### src/rtl/seq_mult_unit_if.sv
// Handshake and data bundle between the EX-stage control and the sequential
// multiplier.
//   master : drives Start/Signed_Op/Abort/Op_A/Op_B, observes status and product
//   slave  : the multiplier itself
// Signals:
//   Start      launch request (sampled only when the unit is idle)
//   Signed_Op  1 = MULT (two's complement), 0 = MULTU
//   Abort      pipeline flush, cancels an in-flight operation
//   Op_A/Op_B  multiplicand (rs) / multiplier (rt)
//   Busy       unit is not idle
//   Done       one-cycle completion pulse (HI/LO write enable, stall release)
//   Hi_Out     product upper half, held between operations
//   Lo_Out     product lower half, held between operations
interface seq_mult_unit_if #(
  parameter int unsigned WIDTH = 32
);
  logic             Start;
  logic             Signed_Op;
  logic             Abort;
  logic [WIDTH-1:0] Op_A;
  logic [WIDTH-1:0] Op_B;
  logic             Busy;
  logic             Done;
  logic [WIDTH-1:0] Hi_Out;
  logic [WIDTH-1:0] Lo_Out;

  modport master (
    output Start, Signed_Op, Abort, Op_A, Op_B,
    input  Busy, Done, Hi_Out, Lo_Out
  );

  modport slave (
    input  Start, Signed_Op, Abort, Op_A, Op_B,
    output Busy, Done, Hi_Out, Lo_Out
  );
endinterface

### src/rtl/seq_mult_unit.sv
// Multi-cycle shift-add multiplier for MULT/MULTU, feeding the HI/LO registers.
// One operation takes WIDTH+2 clock edges from the Start edge; the product is
// presented on Hi_Out/Lo_Out together with a one-cycle Done pulse.
// Ports:
//   Clk  rising-edge clock
//   Rst  asynchronous active-high reset
//   bus  seq_mult_unit_if slave modport (Start, Signed_Op, Abort, Op_A, Op_B in;
//        Busy, Done, Hi_Out, Lo_Out out)
module seq_mult_unit #(
  parameter int unsigned WIDTH = 32
) (
  input  logic           Clk,
  input  logic           Rst,
  seq_mult_unit_if.slave bus
);

  localparam int unsigned CW = $clog2(WIDTH + 1);

  typedef enum logic [1:0] {
    IDLE,
    RUN,
    FIX,
    DONE
  } state_t;

  state_t             state;
  state_t             state_next;

  logic [WIDTH-1:0]   mcand;
  logic [WIDTH-1:0]   mplier;
  logic [WIDTH:0]     acc_hi;
  logic               neg;
  logic [CW-1:0]      count;

  logic [WIDTH:0]     sum;
  logic [2*WIDTH-1:0] product;
  logic [2*WIDTH-1:0] result;
  logic [WIDTH-1:0]   a_mag;
  logic [WIDTH-1:0]   b_mag;

  // State register
  always_ff @(posedge Clk or posedge Rst) begin
    if (Rst) begin
      state <= IDLE;
    end else begin
      state <= state_next;
    end
  end

  // Next-state logic; Abort only matters while an operation is in flight
  always_comb begin
    state_next = state;
    unique case (state)
      IDLE: if (bus.Start) state_next = RUN;
      RUN: begin
        if (bus.Abort)            state_next = IDLE;
        else if (count == CW'(1)) state_next = FIX;
      end
      FIX:  state_next = bus.Abort ? IDLE : DONE;
      DONE: state_next = IDLE;
      default: state_next = IDLE;
    endcase
  end

  // Status outputs
  always_comb begin
    bus.Busy = (state != IDLE);
    bus.Done = (state == DONE);
  end

  // Operand magnitudes; negating the most negative value wraps to itself,
  // which is the correct unsigned magnitude.
  always_comb begin
    a_mag = (bus.Signed_Op && bus.Op_A[WIDTH-1]) ? -bus.Op_A : bus.Op_A;
    b_mag = (bus.Signed_Op && bus.Op_B[WIDTH-1]) ? -bus.Op_B : bus.Op_B;
  end

  // Partial sum keeps the carry in acc_hi's extra bit
  always_comb begin
    sum     = acc_hi + (mplier[0] ? {1'b0, mcand} : '0);
    product = {acc_hi[WIDTH-1:0], mplier};
    result  = neg ? -product : product;
  end

  always_ff @(posedge Clk or posedge Rst) begin
    if (Rst) begin
      mcand      <= '0;
      mplier     <= '0;
      acc_hi     <= '0;
      neg        <= 1'b0;
      count      <= '0;
      bus.Hi_Out <= '0;
      bus.Lo_Out <= '0;
    end else begin
      unique case (state)
        IDLE: begin
          if (bus.Start) begin
            mcand  <= a_mag;
            mplier <= b_mag;
            acc_hi <= '0;
            neg    <= bus.Signed_Op & (bus.Op_A[WIDTH-1] ^ bus.Op_B[WIDTH-1]);
            count  <= CW'(WIDTH);
          end
        end
        RUN: begin
          // {sum, mplier} >> 1: consumed multiplier bits make room for the
          // low product bits shifting in from the accumulator.
          acc_hi <= {1'b0, sum[WIDTH:1]};
          mplier <= {sum[0], mplier[WIDTH-1:1]};
          count  <= count - CW'(1);
        end
        FIX: begin
          if (!bus.Abort) begin
            bus.Hi_Out <= result[2*WIDTH-1:WIDTH];
            bus.Lo_Out <= result[WIDTH-1:0];
          end
        end
        default: ;
      endcase
    end
  end

endmodule

### src/flat_wrapper.sv
// flat-port wrapper written by rule: the top's interface ports become plain ports
module seq_mult_unit_flat 
#(
  parameter int unsigned WIDTH = 32
)
  (Clk, Rst, bus_Start, bus_Signed_Op, bus_Abort, bus_Op_A, bus_Op_B, bus_Busy, bus_Done, bus_Hi_Out, bus_Lo_Out);
  seq_mult_unit_if #(.WIDTH(WIDTH)) bus_i ();
  input  logic Clk;
  input  logic Rst;
  input wire logic [$bits(bus_i.Start)-1:0] bus_Start;
  input wire logic [$bits(bus_i.Signed_Op)-1:0] bus_Signed_Op;
  input wire logic [$bits(bus_i.Abort)-1:0] bus_Abort;
  input wire logic [$bits(bus_i.Op_A)-1:0] bus_Op_A;
  input wire logic [$bits(bus_i.Op_B)-1:0] bus_Op_B;
  output wire logic [$bits(bus_i.Busy)-1:0] bus_Busy;
  output wire logic [$bits(bus_i.Done)-1:0] bus_Done;
  output wire logic [$bits(bus_i.Hi_Out)-1:0] bus_Hi_Out;
  output wire logic [$bits(bus_i.Lo_Out)-1:0] bus_Lo_Out;
  assign bus_i.Start = bus_Start;
  assign bus_i.Signed_Op = bus_Signed_Op;
  assign bus_i.Abort = bus_Abort;
  assign bus_i.Op_A = bus_Op_A;
  assign bus_i.Op_B = bus_Op_B;
  assign bus_Busy = bus_i.Busy;
  assign bus_Done = bus_i.Done;
  assign bus_Hi_Out = bus_i.Hi_Out;
  assign bus_Lo_Out = bus_i.Lo_Out;
  seq_mult_unit #(.WIDTH(WIDTH)) u_core (.Clk(Clk), .Rst(Rst), .bus(bus_i));
endmodule
### config.mk
export PLATFORM = sky130hd
export DESIGN_NAME = seq_mult_unit_flat
export DESIGN_NICKNAME = d
export VERILOG_FILES = /design/src/rtl/seq_mult_unit_if.sv /design/src/rtl/seq_mult_unit.sv /design/src/flat_wrapper.sv
export SDC_FILE = /design/constraint.sdc
export NUM_CORES = 1
export LEC_CHECK = 0
export CORE_AREA = 2 2 143 145
export DETAILED_ROUTE_END_ITERATION = 10
export DIE_AREA = 0 0 145 147
export GPL_ROUTABILITY_DRIVEN = 0
export PLACE_DENSITY = 0.78
export SETUP_SLACK_MARGIN = 0.2
export SKIP_CTS_REPAIR_TIMING = 1
export SLEW_MARGIN = 0
export SYNTH_ARGS = -nofsm -noshare
export SYNTH_HDL_FRONTEND = slang
export SYNTH_SLANG_ARGS = --single-unit
### constraint.sdc
create_clock -name Clk -period 6.4 [get_ports Clk]
set_input_delay 1.28 -clock Clk [delete_from_list [all_inputs] [get_ports Clk]]
set_output_delay 1.28 -clock Clk [all_outputs]
set_load 0.05 [all_outputs]
After elaboration in Yosys (flattened, before gate mapping)
Cells that the tools add are included.
{"block": "classes", "bitwise": 3, "n_eq_ne": 6, "addsub": 5, "reduce_logical": 9, "n_mux": 15}
{"cell": "$mux 32", "count": 4}
{"cell": "$pmux 33 s2", "count": 1}
{"cell": "$mux 64", "count": 1}
{"cell": "$neg 32->32", "count": 2}
{"cell": "$neg 64->64", "count": 1}
{"cell": "$pmux 32 s2", "count": 1}
{"cell": "$add 33x33->33", "count": 1}
{"cell": "$mux 33", "count": 1}
{"cell": "$pmux 6 s2", "count": 1}
{"cell": "$mux 2", "count": 4}
{"cell": "$pmux 2 s4", "count": 1}
{"cell": "$reduce_and 2->1", "count": 4}
{"cell": "$eq 6x1->1 const B", "count": 1}
{"cell": "$mux 6", "count": 1}
{"cell": "$sub 6x1->6 const B", "count": 1}
{"cell": "$eq 2x2->1 const B", "count": 2}
{"cell": "$reduce_bool 2->1", "count": 2}
{"cell": "$ne 3x2->1 const B", "count": 1}
{"cell": "$eq 2x1->1 const B", "count": 1}
{"cell": "$logic_and 1x1->1", "count": 2}
{"cell": "$logic_not 2->1", "count": 1}
{"cell": "$ne 2x2->1 const B", "count": 1}
{"cell": "$and 1x1->1", "count": 1}
{"cell": "$not 1->1", "count": 1}
{"cell": "$xor 1x1->1", "count": 1}
{"block": "word_totals", "ff_bits": 170, "out_inout_bits": 66, "word_cells": 46}

Longest topological paths before layout
{"block": "logic_depth", "depth_word": 4, "depth_mapped": 12, "ltp_nobuf": 12}

Worst setup path before layout
No wires, ideal clock.
{"block": "synth_path", "path_type": "input-to-reg", "startpoint": "input port bus_Op_B[4]", "endpoint": "register u_core.mplier[29]", "path_stages": 8, "arrival_time_ns": 3.394, "path_buffers": 0, "setup_slack_ns": 2.873, "required_ns": 6.267, "cell_sequence": "or4_1 -> nor4b_1 -> nand2_1 -> nor4_1 -> nand2_1 -> o31ai_1 -> xor2_1 -> o21ai_0"}
{"block": "synth_via", "elab_chain_len": 4}
{"item": "start, declared", "line_no": "flat_wrapper.sv:14", "source": "input wire logic [$bits(bus_i.Op_B)-1:0] bus_Op_B;"}
{"item": "$neg 32->32", "line_no": "seq_mult_unit.sv:75", "source": "b_mag = (bus.Signed_Op && bus.Op_B[WIDTH-1]) ? -bus.Op_B : bus.Op_B;"}
{"item": "$mux 32", "line_no": "seq_mult_unit.sv:75"}
{"item": "$mux 32", "line_no": "seq_mult_unit.sv:97", "source": "if (bus.Start) begin"}
{"item": "$pmux 32 s2", "line_no": "seq_mult_unit.sv:95", "source": "unique case (state)"}
{"item": "end signal, assigned", "line_no": "seq_mult_unit.sv:99", "source": "mplier <= b_mag;"}
{"item": "end signal, assigned", "line_no": "seq_mult_unit.sv:109", "source": "mplier <= {sum[0], mplier[WIDTH-1:1]};"}
{"item": "end, declared", "line_no": "seq_mult_unit.sv:30", "source": "logic [WIDTH-1:0] mplier;"}
No other way between the ends. The select of a mux whose other input is x is not followed.
A chain may end at the register's enable or synchronous reset.

Worst setup path in the final report
{"block": "layout_path", "startpoint": "input port bus_Op_B[4]", "endpoint": "register u_core.mplier[30]"}
Same word-level chain as after synthesis.

==> summary by stage <==
Outcome
The flow ran to the end, and the final reports show no timing, DRC or antenna violations.

Yosys
Yosys mapped the design onto 59 distinct sky130hd cell types. In the post-synthesis netlist, the cell with the most instances is sky130_fd_sc_hd__o21ai_0. The library cell occupying the most area in the post-synthesis netlist is sky130_fd_sc_hd__dfrtp_1. The mapped netlist covers 0.01074 mm2. After technology mapping, the gate count stands at 1254. Counting flops and latches in the post-synthesis netlist gives 169. The sequential cell area fraction in the yosys report is 39.39%. The total nets after synthesis is 1361. The number of flops mapped to enable cells by yosys is 0. Counting instances in the post-synthesis netlist gives the leading cell types as 192 x sky130_fd_sc_hd__o21ai_0, 174 x sky130_fd_sc_hd__nand2_1, 169 x sky130_fd_sc_hd__dfrtp_1, 96 x sky130_fd_sc_hd__xor2_1, 58 x sky130_fd_sc_hd__clkbuf_1. The average footprint of a synthesized cell is 8.561 um2.

After synthesis, the share of flip-flops with an asynchronous set or reset is 100.0%. The commonest register cell after synthesis is sky130_fd_sc_hd__dfrtp_1. Yosys attributes the largest share of cell area to sky130_fd_sc_hd__dfrtp_1 39%, sky130_fd_sc_hd__o21ai_0 9.0%, sky130_fd_sc_hd__xor2_1 7.8%. The number of warnings issued by yosys is 0.

The area share of the largest cell type after synthesis is 39.39%.

Worst setup path
The kind of end point of the critical path is a register. At the worst endpoint, the required time is 6.69 ns. In this run the worst path has a maximum fanout of 5.

The critical path in this run is classified as primary input to register. The data arrival time of the worst path is 4.24 ns. The worst setup path is launched from a primary input.

Placed design
The number of placed instances, taps included is 1600. The detailed placer's ending HPWL is 20120 um. Input and output buffers added on the ports amount to 134.

Min path
The path class of the tightest hold or removal check is register to register.

Power
Dividing total power by cell area gives a power density of 431.1 mW/mm2. The static power due to leakage is 5.361 nW. The total design power is 5.533 mW. IR analysis of the VDD net gives a maximum drop of 0.2275 mV.

Global route
The total global-route track usage is 25.81%. The global route total overflow is 0. Global routing consumed, on the met2 layer, 40.86% of the routing resources.

Global routing used 36.82% of the available met1 tracks. The busiest layer in global routing is met2. The first-pass GRT wire length is 44860 um. The number of antenna violations at the first check in global routing is 0. The number of global-route vias before repair is 8871. The pin count of the biggest net entering global routing is 103. For met3 alone, demand over resource in global routing was 3.882%.

Timing
The measured slew at the worst slew-check pin is 1.164 ns. Summed over all failing endpoints, the final setup total negative slack is 0 ns. The count of endpoints failing setup in the final report is 0. Timing would allow up to 252.8 MHz. Across the routed clock network, the largest skew measured is 0.01361 ns. In the finished design, the share of the clock period the worst path needs comes to 61.81%. Setup repair after global routing left no endpoint under its margin. Measured against its own limit, the worst slew margin works out to 22.42%. The final critical delay including setup and external delays is 3.956 ns. The worst hold slack is 0.4741 ns. The final count of pins violating max slew is 0. The number of hold violations in the final report is 0.

Cells and area
The repair_antennas step left the layout with diodes totalling 0. The proportion of layout cells with a drive suffix above 1 is 4.479%. The net total in the final layout is 1456. The area growth from synthesis to layout is 19.57%. The count of cells in the finished layout, fillers not included, comes to 1632.

Die
The number of placement rows is 52. The core footprint is 0.01984 mm2. The initial core utilization is 54.10%. 135 I/O pins were placed. The floorplan step defined a die boundary enclosing 0.02132 mm2. In this run the vertical extent of the chip is 147 um.

The die is 145 um wide.

Clock network
The later pin in the worst-skew pair is clocked with a latency of 0.44 ns. The CTS tree is yes. CTS saw 169 sinks.

After clock tree synthesis, the clock-pin slew on the worst setup and hold paths is 0.07 ns. Counting along the longest clock path gives a buffer depth of 2. The number of buffers added by the clock tree synthesis step is 17. In this run the clock root is driven by a sky130_fd_sc_hd__clkbuf_16. The H-tree depth is 4.

Job
The number of max-cap violations is 0.

Route
The total number of vias is 9638. In the routed design, unresolved DRC markers number 0. The first routing iteration left 925 violations. The number of iterations in the first detailed-routing pass is 5. The total length of routed wires is 27250 um. Once detail routing completed, the nets flagged for antenna violations numbered 0. The post-detailed-route via-to-cell ratio is 5.906.

The detailed-route wire length per cell is 16.69 um.
sequential cells by signal, indices dropped and copies added, names as in the netlist:
name / cells
u_core.acc_hi: 32
u_core.bus.Hi_Out: 32
u_core.bus.Lo_Out: 32
u_core.mcand: 32
u_core.mplier: 32
u_core.count: 6
u_core.state: 2
u_core.neg: 1
where the power goes:
group	internal, mW	switching, mW	leakage, nW
combinational	0.982	1.54	2.88
sequential	1.45	0.510	2.18
clock	0.584	0.461	0.292
worst max-delay path, cell delays in order:
cell and delay (ns):
sky130_fd_sc_hd__clkdlybuf4s50_1 0.46, sky130_fd_sc_hd__or4_1 0.60, sky130_fd_sc_hd__nor2_1 0.16, sky130_fd_sc_hd__nand4b_1 0.25, sky130_fd_sc_hd__nor4_1 0.73, sky130_fd_sc_hd__nand2_1 0.16
sky130_fd_sc_hd__o41ai_1 0.35, sky130_fd_sc_hd__xor2_1 0.16, sky130_fd_sc_hd__o21ai_0 0.08
layout make-up:
cell class                 instances  area [um2]
sequential                       169        4230
fill                            1710        7008
timing repair buffer             143        1409
inverter                          30       117.6
tap                              270       337.8
multi-input combinational        988        6150
clock buffer                      17       425.4
clock inverter                    15       166.4
layout by cell type, fill, tap and decap left out, types with 19 or more instances in the layout:
cell type	n
sky130_fd_sc_hd__a21oi_1	54
sky130_fd_sc_hd__a22oi_1	25
sky130_fd_sc_hd__and2_1	40
sky130_fd_sc_hd__clkdlybuf4s50_1	134
sky130_fd_sc_hd__dfrtp_1	168
sky130_fd_sc_hd__ha_1	37
sky130_fd_sc_hd__inv_1	29
sky130_fd_sc_hd__nand2_1	173
sky130_fd_sc_hd__nand3_1	29
sky130_fd_sc_hd__nor2_1	51
sky130_fd_sc_hd__nor3_1	26
sky130_fd_sc_hd__nor4_1	19
sky130_fd_sc_hd__o21ai_0	192
sky130_fd_sc_hd__o31ai_1	32
sky130_fd_sc_hd__xnor2_1	46
sky130_fd_sc_hd__xor2_1	96
metal layers:
| metal | vias up | wire length (um) |
|---|---|---|
| met5 | - | 0 |
| met3 | 45 | 1566 |
| met2 | 305 | 12280 |
| li1 | 4685 | - |
| met1 | 4603 | 12810 |
| met4 | 0 | 589 |
logic make-up (layout without fill, tap and decap cells):
logic type | after synthesis | count (layout) | share of synthesized area [%]
muxes | 6 | 6 | 0.5595
adders and majority gates | 38 | 38 | 4.499
xor gates and xnor gates | 142 | 142 | 11.59
buffers and inverters | 97 | 205 | 3.392
and+or+nand+nor | 422 | 422 | 19.32
AOI/OAI and AO/OA | 380 | 380 | 21.25
DFF | 169 | 169 | 39.39
final timing paths:
kind / startpoint / end / slack, ns / depth (start not counted)
max: bus_Op_B[4] / u_core.mplier[30] / 2.44 / 9
min: u_core.mcand[8] / u_core.mcand[8] / 0.47 / 2
max reg2reg: u_core.mplier[0] / u_core.bus.Hi_Out[28] / 2.58 / 11
min reg2reg: u_core.mcand[8] / u_core.mcand[8] / 0.47 / 2
max in group asynchronous: Rst / u_core.bus.Lo_Out[26] / 3.99 / 3
min in group asynchronous: Rst / u_core.bus.Lo_Out[16] / 1.32 / 2
through the flow:
step,setup slack (ns),area (um2),util (%)
after global placement,1.986,12240,61.70
after detailed placement,2.006,12240,61.70
after floorplan,0.5449,10740,-
final,2.444,12840,64.68
after global routing,2.043,12840,64.68
after CTS,2.466,12840,64.68
(Power assumes the default switching activity.)
